[config.mk]
export PLATFORM = sky130hd
export DESIGN_NAME = mem_stage
export DESIGN_NICKNAME = d
export VERILOG_FILES = /design/src/rtl/mem_stage.sv
export SDC_FILE = /design/constraint.sdc
export NUM_CORES = 1
export LEC_CHECK = 0
export CORE_MARGIN = 2
export CORE_UTILIZATION = 40
export DETAILED_ROUTE_END_ITERATION = 6
export PLACE_DENSITY = 0.71
export SLEW_MARGIN = 25
export SYNTH_ARGS = -nofsm -noshare
export SYNTH_HDL_FRONTEND = slang
export SYNTH_SLANG_ARGS = --single-unit
[constraint.sdc]
create_clock -name clk -period 10.8 [get_ports clk]
set_clock_uncertainty 0.05 [all_clocks]
set_input_delay 1.08 -clock clk [delete_from_list [all_inputs] [get_ports clk]]
set_output_delay 1.08 -clock clk [all_outputs]
set_load 0.05 [all_outputs]
[src/rtl/mem_stage.sv]
// Memory-access stage of the 5-stage MIPS pipeline.
// Launches loads/stores on a req/ack data-memory port with byte-lane steering,
// extends load data, stalls upstream while an access is pending, abandons an
// access after TIMEOUT_CYCLES unacknowledged WAIT cycles, and registers the
// write-back bundle. Non-memory instructions pass through in one cycle.
module mem_stage #(
    parameter int TIMEOUT_CYCLES = 255
) (
    input  logic        clk,
    input  logic        reset,
    input  logic [76:0] ex_mem_bundle,
    output logic        mem_stall,
    output logic        dmem_req,
    output logic        dmem_we,
    output logic [31:0] dmem_addr,
    output logic [3:0]  dmem_be,
    output logic [31:0] dmem_wdata,
    input  logic        dmem_ack,
    input  logic [31:0] dmem_rdata,
    output logic [70:0] mem_wb_bundle,
    output logic        mem_wb_valid,
    output logic        align_fault,
    output logic        bus_fault
);

    localparam int CW = $clog2(TIMEOUT_CYCLES + 1);
    localparam logic [CW-1:0] LAST_WAIT = CW'(TIMEOUT_CYCLES - 1);

    typedef enum logic {
        S_IDLE,
        S_WAIT
    } state_t;

    state_t state, next_state;

    // Incoming execute-stage fields
    logic        in_valid, in_reg_write, in_mem_to_reg, in_mem_read, in_mem_write;
    logic [31:0] in_addr, in_store_data;
    logic [4:0]  in_reg_dest;
    logic        in_unsigned;
    logic [1:0]  in_size;

    assign in_valid      = ex_mem_bundle[76];
    assign in_reg_write  = ex_mem_bundle[75];
    assign in_mem_to_reg = ex_mem_bundle[74];
    assign in_mem_read   = ex_mem_bundle[73];
    assign in_mem_write  = ex_mem_bundle[72];
    assign in_addr       = ex_mem_bundle[71:40];
    assign in_store_data = ex_mem_bundle[39:8];
    assign in_reg_dest   = ex_mem_bundle[7:3];
    assign in_unsigned   = ex_mem_bundle[2];
    assign in_size       = ex_mem_bundle[1:0];

    // Instruction fields captured when an access is launched, so the result
    // does not depend on upstream behaviour during the wait.
    logic        lat_reg_write, lat_mem_to_reg, lat_load, lat_unsigned;
    logic [31:0] lat_addr;
    logic [4:0]  lat_reg_dest;
    logic [1:0]  lat_size;

    logic [CW-1:0] wait_count;

    logic        mem_op, misaligned, accept, complete, expire, timeout, pass_through;
    logic [3:0]  be_next;
    logic [31:0] wdata_next;
    logic [31:0] lane, load_data;

    assign mem_op       = in_valid & (in_mem_read | in_mem_write);
    assign timeout      = (wait_count == LAST_WAIT);
    assign accept       = (state == S_IDLE) & mem_op & ~misaligned;
    assign complete     = (state == S_WAIT) & dmem_ack;
    assign expire       = (state == S_WAIT) & ~dmem_ack & timeout;
    assign pass_through = (state == S_IDLE) & in_valid & ~mem_op;

    // Alignment check and lane steering for the incoming access
    always_comb begin
        // NOTE: every comb output gets a default first so no path can infer a latch.
        misaligned = 1'b0;
        be_next    = 4'b1111;
        wdata_next = in_store_data;
        case (in_size)
            2'b10: begin
                be_next    = 4'b0001 << in_addr[1:0];
                wdata_next = {4{in_store_data[7:0]}};
            end
            2'b01: begin
                misaligned = in_addr[0];
                be_next    = 4'b0011 << in_addr[1:0];
                wdata_next = {2{in_store_data[15:0]}};
            end
            default: begin
                misaligned = (in_addr[1:0] != 2'b00);
            end
        endcase
    end

    // Lane selection and sign/zero extension of the returned read word
    always_comb begin
        lane      = dmem_rdata >> {lat_addr[1:0], 3'b000};
        load_data = lane;
        case (lat_size)
            2'b10:   load_data = lat_unsigned ? {24'b0, lane[7:0]}
                                              : {{24{lane[7]}}, lane[7:0]};
            2'b01:   load_data = lat_unsigned ? {16'b0, lane[15:0]}
                                              : {{16{lane[15]}}, lane[15:0]};
            default: load_data = lane;
        endcase
        if (!lat_load) begin
            load_data = 32'b0;
        end
    end

    // FSM state register
    always_ff @(posedge clk or posedge reset) begin
        // NOTE: sequential state uses non-blocking assignments so all flops update together.
        if (reset) begin
            state <= S_IDLE;
        end else begin
            state <= next_state;
        end
    end

    // FSM next-state logic; an ack in the final WAIT cycle beats the timeout
    always_comb begin
        next_state = state;
        case (state)
            S_IDLE: if (accept) next_state = S_WAIT;
            S_WAIT: if (dmem_ack || timeout) next_state = S_IDLE;
            default: next_state = S_IDLE;
        endcase
    end

    // FSM outputs: stall is combinational so upstream advances on the completing edge
    always_comb begin
        mem_stall = 1'b0;
        case (state)
            S_IDLE:  mem_stall = mem_op & ~misaligned;
            S_WAIT:  mem_stall = ~dmem_ack & ~timeout;
            default: mem_stall = 1'b0;
        endcase
    end

    // Memory port registers, wait counter and captured instruction fields
    always_ff @(posedge clk or posedge reset) begin
        if (reset) begin
            dmem_req       <= 1'b0;
            dmem_we        <= 1'b0;
            dmem_addr      <= 32'b0;
            dmem_be        <= 4'b0;
            dmem_wdata     <= 32'b0;
            wait_count     <= '0;
            lat_reg_write  <= 1'b0;
            lat_mem_to_reg <= 1'b0;
            lat_load       <= 1'b0;
            lat_unsigned   <= 1'b0;
            lat_addr       <= 32'b0;
            lat_reg_dest   <= 5'b0;
            lat_size       <= 2'b0;
        end else begin
            dmem_req   <= (next_state == S_WAIT);
            wait_count <= (state == S_WAIT && next_state == S_WAIT) ? wait_count + CW'(1) : '0;
            if (accept) begin
                // mem_read wins when both read and write are set
                dmem_we        <= ~in_mem_read;
                dmem_addr      <= {in_addr[31:2], 2'b00};
                dmem_be        <= be_next;
                dmem_wdata     <= wdata_next;
                lat_reg_write  <= in_reg_write;
                lat_mem_to_reg <= in_mem_to_reg;
                lat_load       <= in_mem_read;
                lat_unsigned   <= in_unsigned;
                lat_addr       <= in_addr;
                lat_reg_dest   <= in_reg_dest;
                lat_size       <= in_size;
            end
        end
    end

    // Write-back bundle and fault pulses; bubbles clear only the valid flag
    always_ff @(posedge clk or posedge reset) begin
        if (reset) begin
            mem_wb_bundle <= 71'b0;
            mem_wb_valid  <= 1'b0;
            align_fault   <= 1'b0;
            bus_fault     <= 1'b0;
        end else begin
            mem_wb_valid <= pass_through | complete;
            align_fault  <= (state == S_IDLE) & mem_op & misaligned;
            bus_fault    <= expire;
            if (pass_through) begin
                mem_wb_bundle <= {in_reg_write, in_mem_to_reg, 32'b0, in_addr, in_reg_dest};
            end else if (complete) begin
                mem_wb_bundle <= {lat_reg_write, lat_mem_to_reg, load_data, lat_addr, lat_reg_dest};
            end
        end
    end

endmodule

# Word level (Yosys, flattened, before mapping)
# Cells that the tools add are included.
# word_totals
regBits,193
input_bits,112
# classes
add_sub_neg,1
n_eq_ne,5
shifts,3
muxes,14
bitwise,19
n_reduce_logical,4
# op_table
op,count
2-to-1 mux 71 bit,2
case mux 32 bit (2 select lines),2
2-to-1 mux 32 bit,3
right shift 32 x 5 -> 32 bit,1
AND 1 bit,11
adder 8 x 1 -> 8 bit (second input constant),1
equality test 8 bit (second input constant),1
2-to-1 mux 8 bit,1
case mux 4 bit (2 select lines),1
inverter 1 bit,6
case mux 1 bit (2 select lines),3
equality test 2 x 1 -> 1 bit (second input constant),2
equality test 2 bit (second input constant),2
nonzero test 2 bit,2
<< shifter 1 x 2 -> 4 bit (first input constant),1
<< shifter 2 x 2 -> 4 bit (first input constant),1
2-to-1 mux 1 bit,2
bitwise OR 1 bit,2
logical AND 1 bit,1
logical OR 1 bit,1

# Depth between registers and ports, before layout
# Gate-level depths: netlist (run 1).
# depth
ltp_word,8
ltp_mapped,9

# Worst setup path before layout (run 1)
# OpenSTA, ideal clock, no wires.
# synth_timing
path_type,input to output
from,in ex_mem_bundle[0]
to,out mem_stall
arrival_ns,2.610
t_required_ns,9.670
setup_slack_ns,7.060
stages,8
cell_sequence,inv_1 > ha_1 > clkbuf_1 > a21oi_1 > o221ai_2 > buf_2 > buf_2 > nand2_1
# synth_between
elab_chain_cells,5
# synth_lines
item,line,text
"start, declared",11,"input logic [76:0] ex_mem_bundle,"
equality test 2 x 1 -> 1 bit / equality test 2 bit (equally long branches),81,case (in_size)
case mux 1 bit (2 select lines) (*),81,
inverter 1 bit (*),137,S_IDLE: mem_stall = mem_op & ~misaligned;
AND 1 bit (*),137,
case mux 1 bit (2 select lines) (*),136,case (state)
"end, declared",12,"output logic mem_stall,"
# Every way passes the cells marked *; elsewhere a longest branch is shown, timed or not.

# Worst setup path in the final report (run 1)
# Same ends and word-level chain as after synthesis.

==> PnR_summary.wiki, run 1 <==
{| class="wikitable"
! Metric !! Value
|-
| Cts bufs inserted || 17
|-
| Detailed-router iteration count before antenna repair || 4
|-
| Number of enable flip-flop cells after synthesis || 0
|-
| Kind of critical path || in -> out
|-
| Cell types with the highest counts after synthesis || 163 x sky130_fd_sc_hd__dfrtp_1, 161 x sky130_fd_sc_hd__nand2_1, 52 x sky130_fd_sc_hd__a22oi_1
|-
| Post-route antenna net violation count || 0
|-
| Buffer depth of the longest clock path || 2
|-
| DRC Markers || 0
|-
| Flip-flop count of the largest register, all copies and words added || 71
|-
| Yosys synthesis warning count || 0
|-
| Top cell by count, worst path || sky130_fd_sc_hd__clkdlybuf4s50_1
|-
| Worst-case setup slack after placement || just over 6 ns
|-
| Worst hold slack after final layout || 0.421 ns
|-
| Number of input and output port buffers inserted || 254
|-
| Detail Placement HPWL || 14.4 mm
|-
| Area leader, netlist || sky130_fd_sc_hd__dfrtp_1
|-
| Number of cells after detailed placement || 1,140
|-
| Minimum clock period after layout || between 4 and 5 ns
|-
| CP Data Arrival Time || 3.57 ns
|-
| Cell variety after synth || 49
|-
| Type of the worst min-delay path || reg -> reg
|-
| Top_reg_cell synth || sky130_fd_sc_hd__dfrtp_1
|-
| Largest net degree at the start of global routing || 84
|-
| Number of buffers added to fix hold violations after cts || 0
|-
| Synth area leaders || sky130_fd_sc_hd__dfrtp_1 54%, sky130_fd_sc_hd__nand2_1 7.9%, sky130_fd_sc_hd__mux2_2 7.2%, sky130_fd_sc_hd__a22oi_1 5.1%, sky130_fd_sc_hd__buf_4 3.4%
|-
| Largest register by flop count || mem_wb_bundle
|-
| Top cell type's share of synthesized area || 0.536
|-
| Num Clock Sinks || roughly 160
|-
| Max-slew violation count || 0
|-
| Result of the run || finished, final reports clean
|-
| Register-to-register setup slack || between 8 and 9 ns
|-
| Cell at the root of the clock tree || sky130_fd_sc_hd__clkbuf_16
|-
| CP max stage delay || 0.82 ns
|-
| Crit share post-route || 0.435
|-
| Number of max-capacitance violations reported || 0
|-
| Total detailed-routing wirelength || 21.2 mm
|-
| Summed instance area of the synthesized netlist || approximately 0.0076 mm²
|-
| Routed wirelength normalized by instance count || 18.1 µm
|-
| Reg2Reg Depth || 3
|-
| Final count of hold timing violations || 0
|-
| RSZ-0062 raised after global routing || false
|-
| Proportion of register bits with asynchronous set or reset after synthesis || 1.00
|-
| Worst Setup Start Kind || primary input
|-
| Worst reg2reg startpoint || dmem_req$_DFF_PP0_
|-
| Switch share || 0.452
|-
| Origin of the worst min-delay path || mem_wb_bundle[69]$_DFFE_PP0P_
|-
| Number of setup violations in the final report || 0
|-
| Sequential share of power || 0.310
|-
| Starting Density || 0.407
|-
| Total core area || approximately 0.019 mm²
|-
| Placer congestion estimate || 0.815
|-
| Cell internal power dissipation || 1.61 mW
|-
| Register bit count reported by yosys || 163
|-
| Signed area change from the synthesized netlist to the final layout || 40.1%
|-
| TritonCTS clock tree || yes
|-
| First-pass GRT wire length || between 30 and 40 mm
|-
| Number of DRC markers after the initial detailed-route iteration || roughly 460
|-
| Maximum achievable frequency || 213 MHz
|-
| Avg Inst Size Synth || 10.5 µm²
|-
| Final layout net count || approximately 1.0k
|-
| Standard cell with the maximum stage delay on the critical path || sky130_fd_sc_hd__clkdlybuf4s50_1
|-
| Largest registers || mem_wb_bundle (71), dmem_wdata (32), lat_addr (32)
|-
| Power per cell area || 275 mW/mm²
|-
| Post CTS Setup Buffer Count || 0
|-
| Final setup slack of the worst path || 6.10 ns
|-
| Post-Syn Instances || roughly 730
|-
| Die area || 0.0201 mm²
|-
| Number of global-route vias before repair || 6,248
|-
| Die outline height || 142 µm
|-
| Total global routing track utilization || 0.214
|-
| Cell with the most instances after synthesis || sky130_fd_sc_hd__dfrtp_1
|-
| Sink of the worst hold path || mem_wb_bundle[69]$_DFFE_PP0P_
|-
| Clock slew at reported path FFs || 0.06 ns
|-
| Reg-to-Reg End || mem_wb_bundle[67]$_DFFE_PP0P_
|-
| Kind of end point of the critical path || output pin
|-
| CTS H-Tree Depth || 4
|-
| Static power due to leakage || 4.60 nW
|-
| Worst vdd ir || 111 µV
|-
| Largest fanout on the critical path || 34
|-
| Clock latency on the worst-skew pair || 0.42 ns
|-
| Number of non-filler instances in the completed layout || 1,173
|-
| Vias after detailed routing || between 6k and 7k
|-
| Initial antenna violation count || 1
|-
| Critical path data required time || 9.67 ns
|-
| Clock share of power || 0.202
|-
| Setup TNS Final || 0 ns
|-
| I/O pin cnt || about 260
|-
| Floorplan die width || 142 µm
|-
| Max-slew headroom at the worst pin || 0.324
|-
| Global route total overflow || 0
|-
| Floorplan row count || 50
|-
| Pin slew with the least headroom to its limit || around 1.0 ns
|-
| Net switching power of the design || 1.32 mW
|-
| Detailed-route vias per instance || 5.27
|-
| Combinational share of power || 0.489
|-
| Worst-path cell chain || clkdlybuf4s50_1 -> inv_1 -> ha_1 -> buf_4 -> a21oi_1 -> o221ai_4 -> nand2_1 -> clkdlybuf4s50_1
|-
| Number of cells on the worst hold path || 2
|-
| Post-cts resize count || 0
|-
| Fraction of layout cells with a size suffix above 1 || 0.107
|-
| Proportion of synthesized chip area in sequential cells || 0.536
|}
==> cells in the final DEF (no fill, tap or decap), types with 2 or more instances in the layout <==
master / synthesis / layout
sky130_fd_sc_hd__a211o_1: 7 / 7
sky130_fd_sc_hd__a21oi_1: 20 / 20
sky130_fd_sc_hd__a221o_1: 2 / 2
sky130_fd_sc_hd__a221oi_1: 3 / 3
sky130_fd_sc_hd__a22oi_1: 52 / 52
sky130_fd_sc_hd__a32o_1: 7 / 7
sky130_fd_sc_hd__and3_1: 2 / 2
sky130_fd_sc_hd__and4_1: 2 / 2
sky130_fd_sc_hd__buf_4: 34 / 8
sky130_fd_sc_hd__clkbuf_16: 0 / 17
sky130_fd_sc_hd__clkdlybuf4s50_1: 0 / 254
sky130_fd_sc_hd__clkinv_4: 0 / 2
sky130_fd_sc_hd__clkinvlp_4: 0 / 3
sky130_fd_sc_hd__conb_1: 1 / 2
sky130_fd_sc_hd__dfrtp_1: 163 / 163
sky130_fd_sc_hd__ha_1: 6 / 6
sky130_fd_sc_hd__inv_1: 8 / 7
sky130_fd_sc_hd__inv_6: 0 / 6
sky130_fd_sc_hd__inv_8: 0 / 2
sky130_fd_sc_hd__mux2_2: 49 / 49
sky130_fd_sc_hd__mux2i_1: 17 / 17
sky130_fd_sc_hd__nand2_1: 161 / 161
sky130_fd_sc_hd__nand2b_1: 3 / 3
sky130_fd_sc_hd__nand3_1: 3 / 3
sky130_fd_sc_hd__nand3b_1: 10 / 10
sky130_fd_sc_hd__nand4_1: 2 / 2
sky130_fd_sc_hd__nor2_1: 16 / 16
sky130_fd_sc_hd__nor2b_1: 14 / 14
sky130_fd_sc_hd__o21a_1: 2 / 2
sky130_fd_sc_hd__o21ai_0: 45 / 45
sky130_fd_sc_hd__o221ai_1: 10 / 10
sky130_fd_sc_hd__o31ai_1: 12 / 12
sky130_fd_sc_hd__o31ai_2: 2 / 2
sky130_fd_sc_hd__xor2_1: 5 / 5
==> logic make-up (layout without fill, tap and decap cells) <==
group | count (synthesis) | after routing | synth area share
AND/OR/NAND/NOR | 221 | 221 | 0.127
other | 1 | 3 | 0.000493
adder cells (fa/ha/maj) | 6 | 6 | 0.00986
flip-flops | 163 | 163 | 0.536
AO/OA/AOI/OAI | 169 | 169 | 0.155
multiplexers | 67 | 67 | 0.0978
buffers and inverters | 92 | 304 | 0.0671
XOR/XNOR | 6 | 6 | 0.00690
==> how the worst max path moves through the flow <==
stage | start | endpoint | slack, ns
after floorplan | reset | align_fault$_DFF_PP0_ | 5.27
after global placement | ex_mem_bundle[0] | mem_stall | 6.13
after detailed placement | ex_mem_bundle[0] | mem_stall | 6.11
after CTS | ex_mem_bundle[0] | mem_stall | 6.10
after global routing | ex_mem_bundle[0] | mem_stall | 5.99
final | ex_mem_bundle[0] | mem_stall | 6.10
==> cell type report <==
cell class / instances / area, µm²
Clock buffer: 18 / 429
Antenna cell: 1 / 2.50
Timing Repair Buffer: 263 / 2630
Multi-Input combinational cell: 471 / 3050
Fill cell: 1649 / 8040
Inverter: 9 / 38.8
Clock inverter: 14 / 141
Tap cell: 234 / 293
Sequential cell: 163 / 4080
==> metrics by stage <==
stage | cell area (µm²) | power [mW] | utilization
after floorplan | 7620 | 1.91 | -
after global placement | 10100 | 2.34 | 0.538
after detailed placement | 10100 | 2.35 | 0.540
after CTS | 10700 | 2.95 | 0.570
after global routing | 10700 | 3.07 | 0.570
final | 10700 | 2.93 | 0.570
==> worst max-delay path: cells and delay by family <==
kind            cells  cell delay [ns]
simple gates        1             0.11
compound gates      2             0.47
fa+ha+maj           1             0.28
buf+inv             4             1.61
==> power by group through the flow <==
stage / Combinational [mW] / Clock (mW) / Sequential [mW]
finish: 1.43 / 0.590 / 0.907
global route: 1.51 / 0.633 / 0.932
CTS: 1.44 / 0.604 / 0.908
detailed placement: 1.44 / 0 / 0.917
global placement: 1.42 / 0 / 0.912
floorplan: 0.533 / 0 / 1.37
==> per-layer routing <==
layer,global-route usage,up-vias,part of all wire
met1,0.281,3042,0.44
li1,-,2913,-
met3,0.0612,25,0.067
met4,0.0695,0,0.018
met2,0.343,200,0.48
met5,0,-,0
No activity file was read; power rests on OpenSTA's default activity.
==> run 2, diff against run 1 <==
--- a/config.mk
+++ b/config.mk
@@ -8,7 +8,7 @@
 export CORE_MARGIN = 2
 export CORE_UTILIZATION = 40
 export DETAILED_ROUTE_END_ITERATION = 6
-export PLACE_DENSITY = 0.71
+export PLACE_DENSITY = 0.73
 export SLEW_MARGIN = 25
 export SYNTH_ARGS = -nofsm -noshare
 export SYNTH_HDL_FRONTEND = slang
==> constraint.sdc (replaced) <==
create_clock -name clk -period 4.12 [get_ports clk]
set_clock_uncertainty 0.05 [all_clocks]
set_input_delay 0.412 -clock clk [delete_from_list [all_inputs] [get_ports clk]]
set_output_delay 0.412 -clock clk [all_outputs]
set_load 0.05 [all_outputs]
==> PnR_summary.wiki, run 2 (synthesis gave the netlist of run 1 again) <==
{| class="wikitable"
! Metric !! Value
|-
| Fraction of layout cells with a size suffix above 1 || 0.110
|-
| Total core area || 0.0187 mm²
|-
| Power per cell area || 722 mW/mm²
|-
| Leading cell types in the layout, fill and taps excluded || 253 x sky130_fd_sc_hd__clkdlybuf4s50_1, 163 x sky130_fd_sc_hd__dfrtp_1, 161 x sky130_fd_sc_hd__nand2_1
|-
| Reg2Reg Depth || 4
|-
| Commonest non-fill, non-tap cell in the layout || sky130_fd_sc_hd__clkdlybuf4s50_1
|-
| Worst-case setup slack after placement || 1.27 ns
|-
| Vias after detailed routing || around 6.2k
|-
| Post-cts resize count || 0
|-
| Type of the worst min-delay path || reg -> reg
|-
| Number of max-capacitance violations reported || 0
|-
| Dpl cell area || 0.0101 mm²
|-
| Minimum clock period after layout || 2.62 ns
|-
| Kind of critical path || reg -> reg
|-
| Buffer depth of the longest clock path || 2
|-
| Max-slew headroom at the worst pin || 0.328
|-
| Kind of end point of the critical path || register
|-
| First-pass GRT wire length || 33.3 mm
|-
| Maximum achievable frequency || about 380 MHz
|-
| Pin slew with the least headroom to its limit || 1.01 ns
|-
| Number of antenna repair diodes || 0
|-
| Signed area change from the synthesized netlist to the final layout || 40.3%
|-
| Worst hold slack after final layout || 0.424 ns
|-
| Sink of the worst hold path || mem_wb_bundle[69]$_DFFE_PP0P_
|-
| Number of setup violations in the final report || 0
|-
| Design Power || 7.71 mW
|-
| Clock latency on the worst-skew pair || 0.41 ns
|-
| Static power due to leakage || approximately 4.6 nW
|-
| TritonCTS clock tree || yes
|-
| Fill count || 1,652
|-
| RSZ-0062 raised after global routing || false
|-
| Post CTS Setup Buffer Count || 0
|-
| CP Data Arrival Time || about 2.8 ns
|-
| Detailed-router iteration count before antenna repair || 4
|-
| Cts bufs inserted || 17
|-
| Worst reg2reg startpoint || lat_addr[0]$_DFFE_PP0P_
|-
| Final layout net count || 1,045
|-
| Total detailed-routing wirelength || 20.9 mm
|-
| Floorplan die width || between 100 and 150 µm
|-
| Floorplan row count || 50
|-
| Number of cells on the worst hold path || 2
|-
| Number of global-route vias before repair || between 6k and 7k
|-
| Num Clock Sinks || 163
|-
| Area used by multi-input combinational logic || 0.00305 mm²
|-
| Register-to-register setup slack || 1.50 ns
|-
| Number of DRC markers after the initial detailed-route iteration || 328
|-
| Placer congestion estimate || between 0.8 and 0.9
|-
| Total global routing track utilization || 0.209
|-
| Reg-to-Reg End || mem_wb_bundle[58]$_DFFE_PP0P_
|-
| CTS H-Tree Depth || 4
|-
| Number of input and output port buffers inserted || 254
|-
| Critical path data required time || 4.32 ns
|-
| Worst Setup Start Kind || register
|-
| Largest net degree at the start of global routing || 164
|-
| Origin of the worst min-delay path || mem_wb_bundle[69]$_DFFE_PP0P_
|-
| Die area || roughly 0.02 mm²
|-
| Setup TNS Final || 0 ns
|-
| Clock slew at reported path FFs || 0.07 ns
|-
| Area of all sequential standard cells || 0.00408 mm²
|-
| Largest register by flop count || mem_wb_bundle
|-
| Detailed-route vias per instance || 5.28
|-
| Largest fanout on the critical path || 24
|-
| Number of buffers added to fix hold violations after cts || 0
|-
| Largest registers || mem_wb_bundle (71), dmem_wdata (32), lat_addr (32)
|-
| Final count of hold timing violations || 0
|-
| Detail Placement HPWL || 14.4 mm
|-
| Routed wirelength normalized by instance count || 17.8 µm
|-
| Post-route antenna net violation count || 0
|-
| Crit share post-route || 0.636
|-
| Final setup slack of the worst path || 1.50 ns
|-
| Worst vdd ir || 323 µV
|-
| DRC Markers || 0
|-
| Flip-flop count of the largest register, all copies and words added || between 70 and 80
|-
| Cell at the root of the clock tree || sky130_fd_sc_hd__clkbuf_16
|-
| Global route total overflow || 0
|-
| Max-slew violation count || 0
|-
| Starting Density || 0.407
|-
| Die outline height || 142 µm
|-
| Post-route design area || 0.0107 mm²
|-
| I/O pin cnt || between 200 and 300
|-
| Result of the run || finished, final reports clean
|-
| Initial antenna violation count || 0
|}
run 2: worst max path at each step:
stage                                  from  slack [ns]                       endpoint  cells past startpoint
floorplan                             reset        1.59          align_fault$_DFF_PP0_                      1
global placement           ex_mem_bundle[0]        1.33       lat_addr[29]$_DFFE_PP0P_                      7
detailed placement         ex_mem_bundle[0]        1.27       lat_addr[28]$_DFFE_PP0P_                      7
CTS                 lat_addr[0]$_DFFE_PP0P_        1.49  mem_wb_bundle[60]$_DFFE_PP0P_                      4
global route        lat_addr[0]$_DFFE_PP0P_        1.30  mem_wb_bundle[60]$_DFFE_PP0P_                      4
finish              lat_addr[0]$_DFFE_PP0P_        1.50  mem_wb_bundle[58]$_DFFE_PP0P_                      4
run 2: power by group:
| part | internal, mW | switching, mW |
|---|---|---|
| registers | 2.08 | 0.340 |
| clock network | 0.902 | 0.677 |
| logic | 1.28 | 2.43 |
run 2: layout make-up:
| type | instances | share of cell area |
|---|---|---|
| inverters | 9 | 0.00351 |
| multi-input cells | 471 | 0.286 |
| clock buffers | 18 | 0.0402 |
| well taps | 234 | 0.0274 |
| repair buffers | 265 | 0.247 |
| flip-flops and latches | 163 | 0.382 |
| clock inverters | 14 | 0.0143 |
run 2: routing by layer:
layer | part of all wire | vias up | global-route usage
li1 | - | 2914 | -
met1 | 0.43 | 3017 | 0.278
met2 | 0.47 | 240 | 0.329
met3 | 0.076 | 32 | 0.0629
met4 | 0.025 | 0 | 0.0684
met5 | 0 | - | 0
run 2: worst max-delay path: stages, from the launching register on:
cell,delay (ns)
sky130_fd_sc_hd__dfrtp_1,0.94
sky130_fd_sc_hd__mux2i_1,0.39
sky130_fd_sc_hd__o221ai_2,0.14
sky130_fd_sc_hd__a31oi_2,0.72
sky130_fd_sc_hd__o21ai_0,0.21
run 2: through the flow:
stage	cells	util
final	1174	0.571
after global routing	1174	0.571
after CTS	1174	0.571
after detailed placement	1142	0.540
after global placement	1142	0.540
after floorplan	726	-
==> run 3, diff against run 2 <==
==> constraint.sdc (replaced) <==
create_clock -name clk -period 2.2 [get_ports clk]
set_clock_uncertainty 0.05 [all_clocks]
set_input_delay 0.22 -clock clk [delete_from_list [all_inputs] [get_ports clk]]
set_output_delay 0.22 -clock clk [all_outputs]
set_load 0.05 [all_outputs]
==> PnR_summary.wiki, run 3 (synthesis gave the netlist of run 1 again) <==
{| class="wikitable"
! Metric !! Value
|-
| Detailed-router iteration count before antenna repair || 5
|-
| Fraction of layout cells with a size suffix above 1 || 0.125
|-
| Cts bufs inserted || 17
|-
| Pin slew with the least headroom to its limit || approximately 0.61 ns
|-
| Final count of hold timing violations || 0
|-
| Minimum clock period after layout || 2.09 ns
|-
| Area used by multi-input combinational logic || slightly above 0.003 mm²
|-
| Initial antenna violation count || 0
|-
| Crit share post-route || 0.950
|-
| Placer congestion estimate || 0.822
|-
| Clock slew at reported path FFs || 0.06 ns
|-
| Worst vdd ir || a little under 700 µV
|-
| Commonest non-fill, non-tap cell in the layout || sky130_fd_sc_hd__clkdlybuf4s50_1
|-
| Largest registers || mem_wb_bundle (71), dmem_wdata (32), lat_addr (32)
|-
| Type of the worst min-delay path || in -> async
|-
| Clock latency on the worst-skew pair || 0.42 ns
|-
| Total core area || between 0.015 and 0.02 mm²
|-
| Sequential share of power || 0.307
|-
| Most heavily used metal layer in global routing || met2
|-
| Design Power || 14.6 mW
|-
| Die outline height || ~140 µm
|-
| Global route total overflow || 0
|-
| Starting Density || 0.407
|-
| Number of max-capacitance violations reported || 0
|-
| Fraction of met2 tracks used by global routing || 0.335
|-
| Clock share of power || 0.204
|-
| Routed wirelength normalized by instance count || 17.6 µm
|-
| Kind of end point of the critical path || output pin
|-
| Fill count || ~1.6k
|-
| Leading cell types in the layout, fill and taps excluded || 253 x sky130_fd_sc_hd__clkdlybuf4s50_1, 163 x sky130_fd_sc_hd__dfrtp_1, 161 x sky130_fd_sc_hd__nand2_1
|-
| Number of buffers added to fix hold violations after cts || 0
|-
| Num Clock Sinks || ~160
|-
| Die area || 0.0201 mm²
|-
| TritonCTS clock tree || yes
|-
| Floorplan row count || 50
|-
| Combinational share of power || 0.489
|-
| Largest net degree at the start of global routing || 62
|-
| Max-slew headroom at the worst pin || 0.595
|-
| Signed area change from the synthesized netlist to the final layout || 43.8%
|-
| Kind of critical path || in -> out
|-
| Number of DRC markers after the initial detailed-route iteration || 412
|-
| Total detailed-routing wirelength || 21.0 mm
|-
| Number of cells after detailed placement || 1,162
|-
| Cell internal power dissipation || 8.19 mW
|-
| CP Data Arrival Time || 1.82 ns
|-
| DRC Markers || 0
|-
| Net switching power of the design || 6.39 mW
|-
| Met1 track demand over resource || 0.278
|-
| Setup TNS Final || 0 ns
|-
| Static power due to leakage || 4.76 nW
|-
| Number of global-route vias before repair || slightly above 6k
|-
| Flip-flop count of the largest register, all copies and words added || 71
|-
| CTS H-Tree Depth || 4
|-
| Detail Placement HPWL || 14.9 mm
|-
| Final setup slack of the worst path || 0.110 ns
|-
| Worst-case setup slack after placement || -0.154 ns
|-
| Post-route design area || roughly 0.011 mm²
|-
| First-pass GRT wire length || 33.4 mm
|-
| RSZ-0062 raised after global routing || false
|-
| Result of the run || finished, final reports clean
|-
| Vias after detailed routing || ~6.3k
|-
| Critical path data required time || between 1.5 and 2 ns
|-
| Dpl cell area || 0.0103 mm²
|-
| Number of setup violations in the final report || 0
|-
| Total global routing track utilization || 0.211
|-
| Max-slew violation count || 0
|-
| Buffer depth of the longest clock path || 2
|-
| Final layout net count || roughly 1.1k
|-
| Floorplan die width || 142 µm
|-
| Number of antenna repair diodes || 0
|-
| Largest fanout on the critical path || 3
|-
| Number of non-filler instances in the completed layout || 1,195
|-
| Area of all sequential standard cells || 0.00408 mm²
|-
| Power per cell area || about 1300 mW/mm²
|-
| Largest register by flop count || mem_wb_bundle
|-
| Worst hold slack after final layout || 0.136 ns
|-
| Post-route antenna net violation count || 0
|-
| Switch share || 0.438
|-
| Met3 Use GR || 0.0609
|-
| Maximum achievable frequency || 478 MHz
|-
| Worst Setup Start Kind || primary input
|-
| Post-layout utilization of the core || 0.585
|-
| Number of input and output port buffers inserted || 254
|-
| Cell at the root of the clock tree || sky130_fd_sc_hd__clkbuf_16
|-
| Detailed-route vias per instance || 5.24
|-
| I/O pin cnt || 257
|}
run 3: cell types whose count changed in the layout (fill, tap and decap cells not counted):
cell	previous run	this run
sky130_fd_sc_hd__buf_12	1	9
sky130_fd_sc_hd__buf_4	11	24
sky130_fd_sc_hd__clkbuf_1	1	5
sky130_fd_sc_hd__clkbuf_8	0	4
sky130_fd_sc_hd__clkinv_2	2	0
sky130_fd_sc_hd__clkinv_4	1	2
sky130_fd_sc_hd__clkinvlp_4	5	2
sky130_fd_sc_hd__inv_6	5	1
run 3: area by class of cell:
cell class	count	area share
repair buffers	286	0.264
clock inverters	6	0.00857
multi-input cells	471	0.279
clock buffers	26	0.0456
flip-flops and latches	163	0.373
inverters	9	0.00343
well taps	234	0.0267
run 3: path summary, 6_finish.rpt:
check,from,end,slack (ns),cells after the start
max reg2reg,lat_size[0]$_DFFE_PP0P_,mem_wb_bundle[66]$_DFFE_PP0P_,0.30,7
min in group clk,ex_mem_bundle[71],mem_wb_bundle[36]$_DFFE_PP0P_,0.37,3
min reg2reg,mem_wb_bundle[0]$_DFFE_PP0P_,mem_wb_bundle[0]$_DFFE_PP0P_,0.42,2
max,ex_mem_bundle[0],mem_stall,0.11,8
min,reset,bus_fault$_DFF_PP0_,0.14,2
max in group asynchronous,reset,mem_wb_bundle[61]$_DFFE_PP0P_,1.33,3
run 3: metal layers:
layer  routed length [µm]  part of all wire  up-vias
li1                     -                 -     2966
met2                 9920              0.47      224
met3                 1510             0.072       30
met4                  441             0.021        0
met1                 9160              0.44     3042
met5                    0                 0        -
run 3: worst max-delay path: stages:
cell                              delay (ns)
sky130_fd_sc_hd__clkdlybuf4s50_1        0.49
sky130_fd_sc_hd__inv_1                  0.06
sky130_fd_sc_hd__ha_1                   0.29
sky130_fd_sc_hd__a21oi_1                0.04
sky130_fd_sc_hd__buf_4                  0.16
sky130_fd_sc_hd__o221ai_4               0.21
sky130_fd_sc_hd__nand2_1                0.13
sky130_fd_sc_hd__buf_4                  0.21
run 3: power by group through the flow:
stage               logic, mW  clock network, mW  registers (mW)
floorplan                2.62                  0            6.75
CTS                      7.16               3.05            4.48
global route             7.48               3.19            4.59
finish                   7.13               2.98            4.47
detailed placement       7.14                  0            4.52
global placement         7.08                  0            4.49
run 3: repair_timing:
| action | in CTS | in global routing |
|---|---|---|
| hold endpoints to repair | 0 | 0 |
| setup buffers | 0 | 1 |
| setup endpoints to repair | 0 | 1 |
| gates resized for setup | 0 | 0 |
